**src/rtl/cond_logic.sv**
```systemverilog
// Conditional-execution stage: evaluates the instruction condition field
// against the registered NZCV flags, gates the decoder's PC/register/memory
// write requests, and updates the flags when the instruction executes.
// Optional statistics counters are built when COND_LOGIC_STATS_EN is defined;
// otherwise exec_cnt and squash_cnt are tied to zero.
module cond_logic #(
    parameter int CNT_W = 32
) (
    input  logic             clk,
    input  logic             rst_n,
    input  logic             en,
    input  logic [3:0]       cond,
    input  logic [3:0]       alu_flags,
    input  logic [1:0]       flag_w,
    input  logic             pcs,
    input  logic             reg_w,
    input  logic             mem_w,
    output logic             pc_src,
    output logic             reg_write,
    output logic             mem_write,
    output logic             cond_ex,
    output logic [3:0]       flags,
    output logic [CNT_W-1:0] exec_cnt,
    output logic [CNT_W-1:0] squash_cnt
);

    logic [3:0] flags_q;
    logic       n_f;
    logic       z_f;
    logic       c_f;
    logic       v_f;
    logic       commit_ex;

    assign flags = flags_q;
    assign {n_f, z_f, c_f, v_f} = flags_q;

    // Condition evaluation uses only the registered flags, so an instruction
    // never sees the flags it is producing itself.
    always_comb begin
        cond_ex = 1'b0;
        case (cond)
            4'b0000: cond_ex = z_f;
            4'b0001: cond_ex = ~z_f;
            4'b0010: cond_ex = c_f;
            4'b0011: cond_ex = ~c_f;
            4'b0100: cond_ex = n_f;
            4'b0101: cond_ex = ~n_f;
            4'b0110: cond_ex = v_f;
            4'b0111: cond_ex = ~v_f;
            4'b1000: cond_ex = c_f & ~z_f;
            4'b1001: cond_ex = ~c_f | z_f;
            4'b1010: cond_ex = (n_f == v_f);
            4'b1011: cond_ex = (n_f != v_f);
            4'b1100: cond_ex = ~z_f & (n_f == v_f);
            4'b1101: cond_ex = z_f | (n_f != v_f);
            4'b1110: cond_ex = 1'b1;
            default: cond_ex = 1'b0;
        endcase
    end

    // Write requests are squashed combinationally; en only gates state updates.
    assign pc_src    = pcs   & cond_ex;
    assign reg_write = reg_w & cond_ex;
    assign mem_write = mem_w & cond_ex;

    assign commit_ex = en & cond_ex;

    // NZ and CV halves update independently from the ALU flags on commit.
    always_ff @(posedge clk or negedge rst_n) begin
        if (!rst_n) begin
            flags_q <= 4'b0000;
        end else if (commit_ex) begin
            if (flag_w[1]) flags_q[3:2] <= alu_flags[3:2];
            if (flag_w[0]) flags_q[1:0] <= alu_flags[1:0];
        end
    end

`ifdef COND_LOGIC_STATS_EN
    logic [CNT_W-1:0] exec_q;
    logic [CNT_W-1:0] squash_q;

    // Exactly one counter advances per committed instruction; both wrap freely.
    always_ff @(posedge clk or negedge rst_n) begin
        if (!rst_n) begin
            exec_q   <= '0;
            squash_q <= '0;
        end else if (en) begin
            if (cond_ex) exec_q   <= exec_q + 1'b1;
            else         squash_q <= squash_q + 1'b1;
        end
    end

    assign exec_cnt   = exec_q;
    assign squash_cnt = squash_q;
`else
    assign exec_cnt   = '0;
    assign squash_cnt = '0;
`endif

endmodule
```
**config.mk**
```make
export PLATFORM = sky130hd
export DESIGN_NAME = cond_logic
export DESIGN_NICKNAME = d
export VERILOG_FILES = /design/src/rtl/cond_logic.sv
export SDC_FILE = /design/constraint.sdc
export NUM_CORES = 1
export LEC_CHECK = 0
export ABC_AREA = 1
export CAP_MARGIN = 20
export CORE_MARGIN = 2
export CORE_UTILIZATION = 31
export CTS_BUF_LIST = sky130_fd_sc_hd__clkbuf_4
export DETAILED_ROUTE_END_ITERATION = 10
export GPL_TIMING_DRIVEN = 0
export HOLD_SLACK_MARGIN = 0.06
export PLACE_DENSITY = 0.83
export RECOVER_POWER = 25
export SLEW_MARGIN = 40
export SYNTH_ARGS = -nofsm -noshare
export SYNTH_HDL_FRONTEND = slang
export SYNTH_SLANG_ARGS = --single-unit
```
**constraint.sdc**
```tcl
create_clock -name clk -period 1.5 [get_ports clk]
set_clock_uncertainty 0.1 [all_clocks]
set_input_delay 0.15 -clock clk [delete_from_list [all_inputs] [get_ports clk]]
set_output_delay 0.15 -clock clk [all_outputs]
set_load 0.05 [all_outputs]
```
==> impl_metrics.csv <==
group,metric,value,unit
sta,setup_viol,8,
setup_path,end_kind,"primary output",
clock_tree,cts_tree,"done",
floorplanning,start_util,0.328,
sta,rsz0062_at_grt,"true",
drt,viasPerCell,3.39,
clock_tree,cts-root-buf,"clkbuf_4",
setup_path,worstPathArrival,1.58,ns
cells_and_area,postLayoutCellArea,1580,µm²
setup_path,critPathMaxFanout,5,
floorplanning,row_count,19,
sta,setup_ws,-0.327,ns
placed_design,io_buffers,23,
setup_path,crit_chain,"inv_2 -> nand2_2 -> nand2_2 -> nand2_2 -> nand2_1 -> nand2_1 -> nand2_2 -> nor2_4 -> buf_6 -> a21boi_4 -> buf_6",
setup_path,path_buf_inv,3,
global_route,gr-total-overflow,0,
cells_and_area,final_nets,251,
setup_path,r2r_slack,-0.05,ns
global_route,grt_pass1_wl,2700,µm
min_path,holdPathStages,3,
setup_path,startpoint_type,"flop",
floorplanning,coreArea,2780,µm²
sta,max_freq,547,MHz
global_route,antenna_found_initial,0,
drt,vias,896,
min_path,hold-path-endpoint,"flags[0]$_DFFE_PN0P_",
drt,dr.pass1.iters,4,
power_and_ir_drop,p_leak,0.980,nW
synthesis,synth_area_leaders,"buf_4, nand2_1, dfrtp_1",
drt,wl,1790,µm
power_and_ir_drop,p_per_area,1130,nW/µm²
status,status,"finished with violations",
sta,final.setup.tns,-1.40,ns
setup_path,worstReg2RegEnd,"flags[3]$_DFFE_PN0P_",
clock_tree,clkTransAtPathRegs,0.04,ns
synthesis,synth_area,913,µm²
drt,avgRoutedWirePerCell,6.78,µm
sta,fin_crit_sh,1.22,
power_and_ir_drop,finalPower,1.79,mW
cells_and_area,final_cell_mix,"buf_4, conb_1, nand2_1",
clock_tree,htree_levels,1,
min_path,min_from,"alu_flags[0]",
sta,drv_slew,0,
sta,hold_viol_final,0,
cells_and_area,drive_gt1_frac,0.442,
synthesis,ys_types,16,
synthesis,synth_seq_area_share,0.110,
cells_and_area,final_common_cell,"buf_4",
min_path,min-delay-path-class,"primary input to flop",
cells_and_area,area_growth,73.2,%
floorplanning,io_pins,88,
clock_tree,cts_buffer_depth,2,
floorplanning,dieArea,3400,µm²
setup_path,crit_type,"flop to primary output",
global_route,grt_pass1_vias,706,
sta,period_needed,1.83,ns
placed_design,dp.cells,255,
floorplanning,die_y,58.3,µm
setup_path,path_delay_family,"flip-flops",
clock_tree,clock_sinks,4,
floorplanning,die_w,58.3,µm
status,violations,"setup timing",
global_route,grt_util_all_layers,0.102,
setup_path,r2r_start,"flags[3]$_DFFE_PN0P_",
power_and_ir_drop,peakVddDrop,843,µV
cells_and_area,largest_reg_flops,4,
setup_path,cp_common_cell,"nand2_2",
placed_design,gp_congestion,0.735,
placed_design,dp.final_hpwl,1590,µm
setup_path,cp_slowest_cell,"dfrtp_2",
clock_tree,numCtsBuffers,3,
synthesis,yosys.area.top_type_share,0.526,
synthesis,avgSynthCellArea,6.62,µm²
cells_and_area,diodes,0,
setup_path,slowest_delay,0.43,ns
cells_and_area,instances_no_fill,264,
synthesis,yosys.area.top_type,"buf_4",
synthesis,synth_cells,138,
clock_tree,clk_latency,0.23,ns
placed_design,placed_area,1480,µm²
synthesis,ys_ff_latch,4,
flow_run,maxCapViolations,0,
drt,drt_iter0_drc,9,
drt,drc,0,
synthesis,yosysWarningCount,0,
setup_path,reg2reg_depth,13,
global_route,grt_max_degree,8,
drt,antenna_left,0,
setup_path,worstPathRequired,1.25,ns
## final cells by class
type / count / area, µm²
Sequential cell: 4 / 105
Buffer: 64 / 480
Inverter: 10 / 37.5
Clock buffer: 3 / 22.5
Timing Repair Buffer: 29 / 289
Tap cell: 31 / 38.8
Multi-Input combinational cell: 123 / 608
Fill cell: 276 / 1200
## worst max path at each step
| stage | start | depth (start not counted) | to |
|---|---|---|---|
| 6_report | flags[3]$_DFFE_PN0P_ | 11 | mem_write |
| 5_1_grt | flags[3]$_DFFE_PN0P_ | 11 | mem_write |
| 4_1_cts | flags[3]$_DFFE_PN0P_ | 11 | reg_write |
| 3_5_place_dp | cond[2] | 8 | reg_write |
| 3_3_place_gp | cond[2] | 8 | reg_write |
| 2_1_floorplan | flags[3]$_DFFE_PN0P_ | 11 | flags[0]$_DFFE_PN0P_ |
## routing by layer
metal | global-route usage | share of wire | vias to the layer above
li1 | - | - | 490
met1 | 0.115 | 0.35 | 353
met2 | 0.173 | 0.50 | 49
met3 | 0.0290 | 0.13 | 4
met4 | 0.0498 | 0.020 | 0
met5 | 0 | 0 | -
## per-stage QoR
step	worst slack (ns)	hold slack [ns]	utilization
after detailed placement	-1.05	0.261	0.532
after floorplan	-0.229	-0.246	-
after global routing	-0.417	0.394	0.569
after CTS	-0.328	0.377	0.568
final	-0.327	0.380	0.569
after global placement	-1.03	0.259	0.532
## cells in the mapped netlist
library cell,number
a21boi_1,3
a21oi_1,2
buf_4,64
conb_1,1
dfrtp_1,4
inv_1,10
nand2_1,29
nand2_2,3
nand2_4,1
nand3_1,6
nand3_2,2
nand4_1,4
nor2_1,6
nor2_2,1
nor2_4,1
nor3_1,1
## where the power goes
group	switching, mW	internal [mW]
combinational	0.947	0.461
sequential	0.0751	0.169
clock	0.0436	0.0895
## worst min-delay path: stages
cell and delay (ns):
clkdlybuf4s50_1 0.39, nand4_1 0.09, nand2_1 0.05
## cell families (layout without fill, tap and decap cells)
logic type             after synthesis  in the layout  synth area share
AO/OA/AOI/OAI                        5              5            0.0356
buffers and inverters               74            106             0.567
flip-flops                           4              4             0.110
other                                1             64           0.00411
AND/OR/NAND/NOR                     54             54             0.284
## what timing repair did
item,in CTS,in global routing
buffers inserted,5,2
hold buffers,1,0
pin swaps,5,3
hold endpoints to repair,4,0
endpoints found under the setup margin,12,9
gates resized for setup,43,3
Note: power is estimated with default switching activity, not from simulation.
